## config.mk

```make
export PLATFORM = sky130hd
export DESIGN_NAME = isa_dma_arbiter
export DESIGN_NICKNAME = d
export VERILOG_FILES = /design/src/rtl/isa_dma_arbiter.sv
export SDC_FILE = /design/constraint.sdc
export NUM_CORES = 1
export LEC_CHECK = 0
export CAP_MARGIN = 0
export CORE_UTILIZATION = 50
export DETAILED_ROUTE_END_ITERATION = 12
export GPL_ROUTABILITY_DRIVEN = 0
export PLACE_DENSITY = 0.71
export SLEW_MARGIN = 30
export SYNTH_ARGS = -nofsm -noshare
export SYNTH_HDL_FRONTEND = slang
export SYNTH_SLANG_ARGS = --single-unit
```

## constraint.sdc

```tcl
create_clock -name clk -period 2.09 [get_ports clk]
set_input_delay 0.418 -clock clk [delete_from_list [all_inputs] [get_ports clk]]
set_output_delay 0.418 -clock clk [all_outputs]
set_load 0.01 [all_outputs]
```

## src/rtl/isa_dma_arbiter.sv

```systemverilog
// ISA DMA arbiter: synchronises DRQ1/3/5/7, grants one armed channel by fixed priority,
// drives AEN / DACK#, requests one bus-engine cycle per grant and counts transfers to TC.
// Ports: clk, reset (async active-low), drq in; dack_n/aen/xfer_req/xfer_chan out;
//        xfer_ack in; cfg_we/cfg_chan/cfg_count in; armed/tc/tc_chan out. All outputs registered.
module isa_dma_arbiter #(
    parameter int SYNC_STAGES = 2,
    parameter int COUNT_W     = 16
) (
    input  logic               clk,
    input  logic               reset,
    input  logic [3:0]         drq,
    output logic [3:0]         dack_n,
    output logic               aen,
    output logic               xfer_req,
    output logic [1:0]         xfer_chan,
    input  logic               xfer_ack,
    input  logic               cfg_we,
    input  logic [1:0]         cfg_chan,
    input  logic [COUNT_W-1:0] cfg_count,
    output logic [3:0]         armed,
    output logic               tc,
    output logic [1:0]         tc_chan
);

    typedef enum logic [1:0] {IDLE, SETTLE, GRANT, RELEASE} state_t;

    state_t             state, state_nx;
    logic [3:0]         sync_q [SYNC_STAGES];
    logic [3:0]         drq_s;
    logic [3:0]         eligible;
    logic [1:0]         win_chan;
    logic [COUNT_W-1:0] count [4];
    logic               ack_fire;
    logic               cur_zero;
    logic               aen_d;
    logic               req_d;
    logic [3:0]         dack_d;
    logic [1:0]         chan_d;

    // DRQ synchroniser chain
    always_ff @(posedge clk or negedge reset) begin
        if (!reset) begin
            for (int i = 0; i < SYNC_STAGES; i++) sync_q[i] <= 4'h0;
        end else begin
            sync_q[0] <= drq;
            for (int i = 1; i < SYNC_STAGES; i++) sync_q[i] <= sync_q[i-1];
        end
    end

    assign drq_s    = sync_q[SYNC_STAGES-1];
    assign eligible = drq_s & armed;
    assign ack_fire = (state == GRANT) && xfer_ack;
    assign cur_zero = (count[xfer_chan] == '0);

    // Fixed priority: bit0 (DRQ1) highest
    always_comb begin
        win_chan = 2'd0;
        if      (eligible[0]) win_chan = 2'd0;
        else if (eligible[1]) win_chan = 2'd1;
        else if (eligible[2]) win_chan = 2'd2;
        else if (eligible[3]) win_chan = 2'd3;
    end

    always_ff @(posedge clk or negedge reset) begin
        if (!reset) state <= IDLE;
        else        state <= state_nx;
    end

    // Pin outputs are decoded from the next state and registered, so every
    // pin changes on the same edge as the state it belongs to.
    always_comb begin
        state_nx = state;
        chan_d   = xfer_chan;
        aen_d    = 1'b0;
        req_d    = 1'b0;
        dack_d   = 4'hF;
        case (state)
            IDLE: begin
                if (|eligible) begin
                    state_nx = SETTLE;
                    chan_d   = win_chan;
                end
            end
            SETTLE:  state_nx = GRANT;
            GRANT:   if (xfer_ack) state_nx = RELEASE;
            RELEASE: state_nx = IDLE;
            default: state_nx = IDLE;
        endcase
        aen_d = (state_nx != IDLE);
        if (state_nx == GRANT) begin
            req_d          = 1'b1;
            dack_d[chan_d] = 1'b0;
        end
    end

    always_ff @(posedge clk or negedge reset) begin
        if (!reset) begin
            dack_n    <= 4'hF;
            aen       <= 1'b0;
            xfer_req  <= 1'b0;
            xfer_chan <= 2'd0;
        end else begin
            dack_n    <= dack_d;
            aen       <= aen_d;
            xfer_req  <= req_d;
            xfer_chan <= chan_d;
        end
    end

    // Terminal count reported even when a cfg write overrides the same channel
    always_ff @(posedge clk or negedge reset) begin
        if (!reset) begin
            tc      <= 1'b0;
            tc_chan <= 2'd0;
        end else begin
            tc <= ack_fire && cur_zero;
            if (ack_fire && cur_zero) tc_chan <= xfer_chan;
        end
    end

    // Per-channel counters and arm bits; a cfg write beats the transfer update
    always_ff @(posedge clk or negedge reset) begin
        if (!reset) begin
            armed <= 4'h0;
            for (int i = 0; i < 4; i++) count[i] <= '0;
        end else begin
            for (int i = 0; i < 4; i++) begin
                if (cfg_we && (cfg_chan == 2'(i))) begin
                    count[i] <= cfg_count;
                    armed[i] <= 1'b1;
                end else if (ack_fire && (xfer_chan == 2'(i))) begin
                    count[i] <= count[i] - 1'b1;
                    if (cur_zero) armed[i] <= 1'b0;
                end
            end
        end
    end

endmodule

```

==> summary.txt, run 1 <==
Logic synthesis
  • Yosys Warn Count: 0
  • #FFs+latches synth: slightly below 90
  • Primary FF master, synth: dfrtp_1
  • EDFF count, synth: 0
  • Async S/R FF share, synth: 1.000
  • Commonest cells in the netlist: dfrtp_1, nor2_1, nand2_1, o21ai_0, xnor2_1
  • Synthesized area: 4448 um2
  • Area contributors post-synth: dfrtp_1, xnor2_1, nor2_1
  • Fraction of the yosys area taken by sequential cells: 0.5018
  • Syn Area/Cell: roughly 9.5 um2
  • Synth Instances: 468
  • Synth top area share: 0.4782
  • Top-count cell post-synth: dfrtp_1
  • Synthesized Nets: ~500
  • Area leader, netlist: dfrtp_1
  • Netlist cell types: 45

Pwr
  • VDD IR max: 0.5241 mV
  • Power Dens Cells: 997.6 nW/um2
  • Lkg Pwr: 2.309 nW
  • Total power: 5.742 mW

Finish
  • Antenna diodes: 0
  • Util after Layout: 0.6632
  • Post-route cell area: 5756 um2
  • P&R area growth vs syn: 29.40%
  • Layout Cells excl Fill: 672
  • Nets@finish: about 590
  • Layout cells sized above 1: 0.1897

Clock network
  • CTS Buf Count: 9
  • CTS tree: built
  • CTS sink cnt: 89
  • Clock Path Buffers: 2
  • Root Buffer: clkbuf_8
  • H-tree depth: 3
  • Worst-Skew Late Latency: 350 ps
  • Post-CTS Hold Buffers: 0
  • Clock-pin transition on the worst setup and hold timing paths: roughly 80 ps

Critical path
  • CP startpoint: count[12]
  • Worst EP required: 2320 ps
  • Crit-path max cell delay: roughly 400 ps
  • Critical path's slowest cell: dfrtp_1
  • Kind of critical path: reg -> reg
  • Setup slack, reg-to-reg: -90 ps
  • Worst setup EP type: register
  • Critical path data arrival time: 2410 ps
  • Crit path cell chain: or3_4, or3_4, o41ai_4, o2111ai_2, mux2_2
  • Reg2reg start: count[12]
  • Worst path most repeated cell: or3_4
  • CP Launch Type: register
  • CP Max Fanout: 3

STA
  • Relative slew margins: 0.6361
  • Tcrit/Tclk final: 1.042
  • Slew @ Worst Pin: 545.9 ps
  • Tmin final: 2177 ps
  • Final worst slack: -87.10 ps
  • Final setup vio count: 3
  • Fmax: between 0.4 and 0.5 GHz
  • Pins Over Slew Limit: 0
  • Setup TNS: -201.5 ps
  • Setup Skew: 8.181 ps
  • Final hold violation count: 0
  • RSZ-0062 raised after global routing: true

GRT
  • Grt total ovfl: 0
  • Initial antenna violation count: 0
  • Global-route usage over all layers: 0.2532
  • First-pass GRT wire length: between 15,000 and 20,000 um
  • Vias in the first global route: roughly 3,600
  • Largest net degree at the start of global routing: 43

Floorplanning
  • Starting density of the core: 0.5125
  • Die height: between 90 and 100 um
  • Row cnt: 34
  • Area of the die: 9278 um2
  • Die Wd: 96.32 um
  • I/O pins: 41
  • Placeable Area: a little under 9000 um2

Routing
  • Number of routed nets with antenna violations: 0
  • Final WL: 10,730 um
  • Initial DRC Count: 208
  • Drt pass-1 iters: 4
  • Drt via density: around 5.4
  • Wirelength per Cell: roughly 16 um
  • # DRC: 0
  • Via count: 3,656

Place
  • Placed instance area: 5405 um2
  • Port Buffer Count: 40
  • Dpl cells: between 600 and 700
  • DP HPWL: 7850 um

Run
  • Max_cap viols: 0

Worst hold path
  • Worst min path class: in -> async

Run status
  • Status: finished with violations
  • Failing checks: setup timing
==> layout make-up <==
type                    instances  area (um2)
clock inverters                 2       60.06
clock buffers                  14       162.7
inverters                      15       56.30
multi-input cells             343        2192
fillers                       737        2923
well taps                     108       135.1
flip-flops and latches         89        2232
repair buffers                101       917.1
==> registers in the layout, summed over array words and instances, names as in the netlist, 2 cells and up <==
register   flops
count         64
armed          4
dack_n         4
drq_s          4
sync_q         4
state          2
tc_chan        2
xfer_chan      2
==> repair_timing <==
item	4_1_cts	5_1_grt
pin swaps	1	0
resized for setup	9	14
gates cloned	0	0
endpoints found under the hold margin	0	0
setup endpoints to repair	6	21
setup buffers	1	1
==> report_power, final <==
part / total (mW) / switching [mW] / internal (mW) / leakage (nW)
registers: 2.54 / 0.380 / 2.16 / 1.03
logic: 1.90 / 0.898 / 1.00 / 1.16
clock network: 1.31 / 0.567 / 0.742 / 0.111
total: 5.74 / 1.85 / 3.90 / 2.31
==> per-layer routing <==
layer | part of all wire | wire length (um) | track usage
met5 | 0 | 0 | 0
met4 | 0.017 | 184 | 0.07353
met3 | 0.049 | 531 | 0.04028
met2 | 0.50 | 5378 | 0.4397
met1 | 0.43 | 4638 | 0.3257
==> path summary, 6_finish.rpt <==
kind	end	depth (start not counted)
setup / recovery	tc_chan[0]	5
hold / removal	tc	1
setup reg to reg	tc_chan[0]	5
hold reg to reg	drq_s[3]	0
max in group asynchronous	count[58]	2
min in group clk	drq_s[3]	0
==> stage by stage <==
step	worst slack [ps]	hold WS, ps
after global placement	-242.4	337.4
after floorplan	-54.67	122.4
after CTS	-86.67	60.84
final	-87.10	56.09
after detailed placement	-394.2	337.9
after global routing	-138.5	96.15
==> cells by family (layout without fill, tap and decap cells) <==
logic type,Yosys count,after routing,share of synthesized area
compound gates,88,88,0.1176
xor+xnor,56,56,0.1103
buf+inv,36,132,0.03207
flops,89,89,0.5018
mux,3,3,0.007594
simple gates,189,189,0.2110
fa+ha+maj,7,7,0.01969
==> layout by cell type, fill, tap and decap left out, drive strengths merged, types with 2 or more instances in the layout <==
cell / count
nor2b: 4
a32o: 2
clkbuf: 14
dfstp: 4
xor2: 22
inv: 15
nor3: 17
dfrtp: 85
nor2: 53
buf: 62
nand4: 3
nor3b: 3
or4: 7
nand2: 52
nand3: 8
nand4b: 3
mux2: 3
nand3b: 7
a31oi: 4
or3: 7
a21oi: 30
clkdlybuf4s50: 38
xnor2: 34
a22o: 2
nor4: 12
and3: 3
o21ai: 38
a21o: 2
and4: 2
nand2b: 5
ha: 7
bufinv: 2
==> critical path, delay by kind of cell, from the launching register on <==
family           cells  cell delay, ps
multiplexers         1             310
flip-flops           1             400
AND/OR/NAND/NOR      2             750
AO/OA/AOI/OAI        2             590
No activity file was read; power rests on OpenSTA's default activity.
==> run 2: changes to the inputs <==
--- a/config.mk
+++ b/config.mk
@@ -6,10 +6,12 @@
 export NUM_CORES = 1
 export LEC_CHECK = 0
 export CAP_MARGIN = 0
+export CORE_MARGIN = 2
 export CORE_UTILIZATION = 50
 export DETAILED_ROUTE_END_ITERATION = 12
 export GPL_ROUTABILITY_DRIVEN = 0
-export PLACE_DENSITY = 0.71
+export PLACE_DENSITY = 0.83
+export RECOVER_POWER = 25
 export SLEW_MARGIN = 30
 export SYNTH_ARGS = -nofsm -noshare
 export SYNTH_HDL_FRONTEND = slang
==> run 2 against run 1 <==
Highest routed layer unchanged. The run still ends with setup timing left. Combinational power rose by 3%. Clock skew is 2.1 ps lower. Utilization about the same.
==> summary.txt, run 2 (synthesis results as in run 1) <==
Floorplanning
  • Area of the die: 9667 um2
  • Placeable Area: approximately 8700 um2
  • Starting density of the core: 0.5125
  • Row cnt: 34
  • Die Wd: 98.32 um
  • I/O pins: between 40 and 50
  • Die height: approximately 100 um

Critical path
  • Setup slack, reg-to-reg: -130 ps
  • Reg2reg start: count[6]
  • CP Launch Type: register
  • Critical path data arrival time: 2480 ps
  • Reg2reg end: tc_chan[0]
  • Number of cells on the critical path: 5
  • Critical path's slowest cell: or4_4
  • CP startpoint: count[6]
  • Kind of cell adding the most delay to the critical path: simple AND/OR/NAND/NOR gates
  • Kind of critical path: reg -> reg
  • Crit-path max cell delay: 480 ps
  • R2R cell count: 5
  • Crit path cell chain: or3_4, or4_4, o41ai_4, o2111ai_2, mux2_2
  • Worst EP required: 2340 ps
  • Buffers plus inverters on the worst setup path: 0
  • CP Max Fanout: 3
  • Worst setup EP type: register

Place
  • Port Buffer Count: 40
  • DP HPWL: 7879 um
  • Dpl cells: 650
  • Pre-CTS setup slack: -249.2 ps

Pwr
  • Lkg Pwr: ~2.3 nW
  • Power Dens Cells: between 900 and 1000 nW/um2
  • Total power: 5.668 mW
  • VDD IR max: 0.4545 mV

Routing
  • # DRC: 0
  • Drt pass-1 iters: 4
  • Number of routed nets with antenna violations: 0
  • Via count: 3,770
  • Drt via density: 5.618
  • Final WL: approximately 11,000 um
  • Wirelength per Cell: 16.82 um
  • Initial DRC Count: between 150 and 200

STA
  • Tcrit/Tclk final: 1.065
  • Setup Skew: 6.046 ps
  • Setup TNS: -409.2 ps
  • Final worst slack: -134.9 ps
  • Final setup vio count: 5
  • Slew @ Worst Pin: 1151 ps
  • Tmin final: 2225 ps
  • WHS: 356.4 ps
  • Final hold violation count: 0
  • Fmax: 0.4495 GHz
  • Relative slew margins: 0.2329
  • RSZ-0062 raised after global routing: true
  • Pins Over Slew Limit: 0

Run status
  • Status: finished with violations
  • Failing checks: setup timing

Worst hold path
  • Hold depth: 0
  • Worst min path class: reg -> reg
  • Hold path endpoint: drq_s[0]
  • Hold path startpoint: sync_q[4]

Clock network
  • Root Buffer: clkbuf_8
  • Clock-pin transition on the worst setup and hold timing paths: 80 ps
  • CTS Buf Count: 9
  • Worst-Skew Late Latency: 360 ps
  • CTS tree: built
  • CTS sink cnt: 89
  • Clock Path Buffers: 2
  • H-tree depth: 3

Finish
  • Register area: 2232 um2
  • Max reg flops: 64
  • P&R area growth vs syn: 29.34%
  • Commonest non-fill, non-tap cells in the layout: dfrtp_1, nor2_1, nand2_1, buf_4, o21ai_0
  • Commonest non-fill, non-tap cell in the layout: dfrtp_1
  • Fill count: 647
  • Multi-input logic area: approximately 2200 um2
  • Top reg by flops: count
  • Nets@finish: 591
  • Antenna diodes: 0
  • Layout Cells excl Fill: roughly 670
  • Layout cells sized above 1: 0.1936

Run
  • Max_cap viols: 0

GRT
  • Global-route usage over all layers: 0.2467
  • Largest net degree at the start of global routing: 51
  • First-pass GRT wire length: 18,920 um
  • Vias in the first global route: 3,968
  • Initial antenna violation count: 0
  • Grt total ovfl: 0
[run 2: cell types whose count changed in the layout (fill, tap and decap cells not counted), moves of 2 or more]
| cell | delta |
|---|---|
| dlygate4sd3_1 | +5 |
| o21ai_1 | +2 |
| clkinvlp_4 | +4 |
| o21ai_0 | -3 |
| buf_4 | -5 |
| clkdlybuf4s50_1 | -4 |
[run 2: how the worst max path moves through the flow]
stage | end | slack (ps)
after floorplan | tc_chan[0] | -50
after global placement | count[56] | -220
after detailed placement | count[60] | -250
after CTS | tc_chan[0] | -60
after global routing | tc_chan[0] | -200
final | tc_chan[0] | -130
[run 2: metal layers]
| layer | global-route usage | wire length, um | vias up |
|---|---|---|---|
| met5 | 0 | 0 | - |
| met4 | 0.07376 | 256 | 0 |
| met3 | 0.05941 | 778 | 32 |
| met2 | 0.4291 | 5775 | 128 |
| met1 | 0.3058 | 4475 | 1822 |
| li1 | - | - | 1788 |
[run 2: area by class of cell]
cell class / instances / area share
Sequential cell: 89 / 0.3880
Multi-Input combinational cell: 343 / 0.3865
Timing Repair Buffer: 100 / 0.1581
Tap cell: 108 / 0.02349
Clock buffer: 10 / 0.02218
Clock inverter: 6 / 0.01196
Inverter: 15 / 0.009787
[run 2: what timing repair did]
item                       in CTS  in global routing
gates resized for setup         7                 26
hold endpoints to repair       17                  0
pin swaps                       1                  3
setup endpoints to repair       9                 26
setup buffers                   0                  4
hold buffers                    1                  0
cloned                          0                  0
[run 2: per-stage QoR]
stage	instance area, um2	util
after floorplan	4448	-
after global placement	5375	0.6194
after detailed placement	5375	0.6194
after CTS	5617	0.6472
after global routing	5753	0.6629
final	5753	0.6629
[run 2: where the power goes]
part	switching, mW	internal [mW]	leakage (nW)
clock network	0.619	0.554	0.0847
logic	0.947	1.01	1.16
registers	0.381	2.15	1.03
total	1.95	3.72	2.28
==> run 3: changes to the inputs <==
--- a/config.mk
+++ b/config.mk
@@ -8,9 +8,10 @@
 export CAP_MARGIN = 0
 export CORE_MARGIN = 2
 export CORE_UTILIZATION = 50
+export CTS_BUF_LIST = sky130_fd_sc_hd__clkbuf_8
 export DETAILED_ROUTE_END_ITERATION = 12
 export GPL_ROUTABILITY_DRIVEN = 0
-export PLACE_DENSITY = 0.83
+export PLACE_DENSITY = 0.8
 export RECOVER_POWER = 25
 export SLEW_MARGIN = 30
 export SYNTH_ARGS = -nofsm -noshare
==> constraint.sdc (replaced) <==
create_clock -name clk -period 2.8 [get_ports clk]
set_input_delay 0.56 -clock clk [delete_from_list [all_inputs] [get_ports clk]]
set_output_delay 0.56 -clock clk [all_outputs]
set_load 0.01 [all_outputs]
==> run 3 against run 2 <==
The run now ends clean. Utilization fell by 6.1 points. Sequential cell count did not move. Worst setup slack better by 480 ps. Final area shrank 9.1%. Sequential share of layout area is 3.9 points higher. Clock power shrank 17%. Die area did not move. Critical path depth unchanged. Critical path type unchanged. Critical endpoint is now tc_chan[1]. Highest routed layer unchanged.
==> summary.txt, run 3 (synthesis results as in run 1) <==
Run status
  • Status: finished, final reports clean

Routing
  • Final WL: slightly above 10,000 um
  • Drt pass-1 iters: 4
  • Drt via density: around 5.7
  • Number of routed nets with antenna violations: 0
  • Via count: between 3,000 and 4,000
  • Initial DRC Count: around 180
  • Wirelength per Cell: 16.63 um
  • # DRC: 0

Floorplanning
  • I/O pins: 41
  • Placeable Area: about 8700 um2
  • Row cnt: 34
  • Area of the die: 9667 um2
  • Starting density of the core: 0.5125
  • Die Wd: 98.32 um
  • Die height: 98.32 um

Place
  • DP HPWL: around 7500 um
  • Dpl cells: 608
  • Pre-CTS setup slack: 50.06 ps
  • Port Buffer Count: 40

STA
  • RSZ-0062 raised after global routing: false
  • Setup TNS: 0 ps
  • Tcrit/Tclk final: 0.8776
  • Tmin final: approximately 2500 ps
  • Final hold violation count: 0
  • Pins Over Slew Limit: 0
  • Slew @ Worst Pin: 1102 ps
  • Setup Skew: between 10 and 15 ps
  • Relative slew margins: 0.2653
  • Fmax: 0.4070 GHz
  • Final setup vio count: 0
  • Final worst slack: 342.8 ps

Pwr
  • Power Dens Cells: 773.7 nW/um2
  • VDD IR max: 0.3849 mV
  • Lkg Pwr: 2.046 nW

GRT
  • Global-route usage over all layers: 0.2326
  • Largest net degree at the start of global routing: 46
  • First-pass GRT wire length: ~18,000 um
  • Initial antenna violation count: 0
  • Vias in the first global route: 3,625
  • Grt total ovfl: 0

Clock network
  • Post-CTS Hold Buffers: 0
  • Post-CTS Setup Bufs: 0
  • Post-CTS sizing: 0
  • Worst-Skew Late Latency: 360 ps
  • Clock-pin transition on the worst setup and hold timing paths: about 90 ps
  • H-tree depth: 3
  • Root Buffer: clkbuf_8
  • CTS sink cnt: about 90
  • CTS tree: built
  • Clock Path Buffers: 2
  • CTS Buf Count: 9

Finish
  • Nets@finish: about 540
  • Layout cells sized above 1: 0.08333
  • Max reg flops: between 60 and 70
  • Top reg by flops: count
  • P&R area growth vs syn: 17.52%
  • Commonest non-fill, non-tap cells in the layout: dfrtp_1, nor2_1, nand2_1
  • Antenna diodes: 0
  • Commonest non-fill, non-tap cell in the layout: dfrtp_1
  • Layout Cells excl Fill: 624

Worst hold path
  • Worst min path class: reg -> reg
  • Hold path endpoint: drq_s[1]
  • Hold depth: 0
  • Hold path startpoint: sync_q[5]

Critical path
  • Setup slack, reg-to-reg: 340 ps
  • R2R cell count: 5
  • Critical path data arrival time: 2700 ps
  • Worst setup EP type: register
  • Worst EP required: around 3000 ps
  • Kind of critical path: reg -> reg
  • Reg2reg start: count[4]
  • Reg2reg end: tc_chan[1]
  • CP Max Fanout: 7
  • CP Launch Type: register

Run
  • Max_cap viols: 0
run 3: worst max-delay path by stage:
| stage | from | to | slack, ps |
|---|---|---|---|
| CTS | count[4] | tc_chan[1] | 330 |
| detailed placement | xfer_ack | count[56] | 50 |
| global placement | xfer_ack | count[56] | 130 |
| finish | count[4] | tc_chan[1] | 340 |
| floorplan | count[4] | tc_chan[0] | 500 |
| global route | count[4] | tc_chan[1] | 270 |
run 3: area by class of cell:
| class | instances | area, um2 |
|---|---|---|
| Clock buffer | 10 | 137.6 |
| Clock inverter | 6 | 82.58 |
| Fill cell | 750 | 3451 |
| Inverter | 15 | 56.30 |
| Multi-Input combinational cell | 343 | 2078 |
| Sequential cell | 89 | 2232 |
| Tap cell | 108 | 135.1 |
| Timing Repair Buffer | 53 | 505.5 |
run 3: worst max-delay path: stages, from the launching register on:
cell and delay (ps):
dfrtp_1 430, or3_4 400, or4_4 500, o41ai_4 440, o2111ai_2 240, mux2_2 320
run 3: routing by layer:
layer	GRT usage	vias up	wire length [um]
met2	0.3919	110	5298
met3	0.05082	18	529
met5	0	-	0
li1	-	1696	-
met1	0.3042	1759	4412
met4	0.06639	0	136
run 3: per-stage QoR:
stage | area [um2] | total power, mW | utilization | hold slack (ps)
finish | 5228 | 4.045 | 0.6024 | 351.4
global route | 5228 | 4.312 | 0.6024 | 373.1
CTS | 5230 | 4.068 | 0.6027 | 208.1
detailed placement | 5010 | 3.087 | 0.5773 | 334.7
global placement | 5010 | 3.014 | 0.5773 | 334.3
floorplan | 4448 | 2.637 | - | 264.4
run 3: power breakdown:
part           internal [mW]  switching (mW)
Sequential              1.61           0.308
Clock                  0.522           0.450
Combinational          0.576           0.579
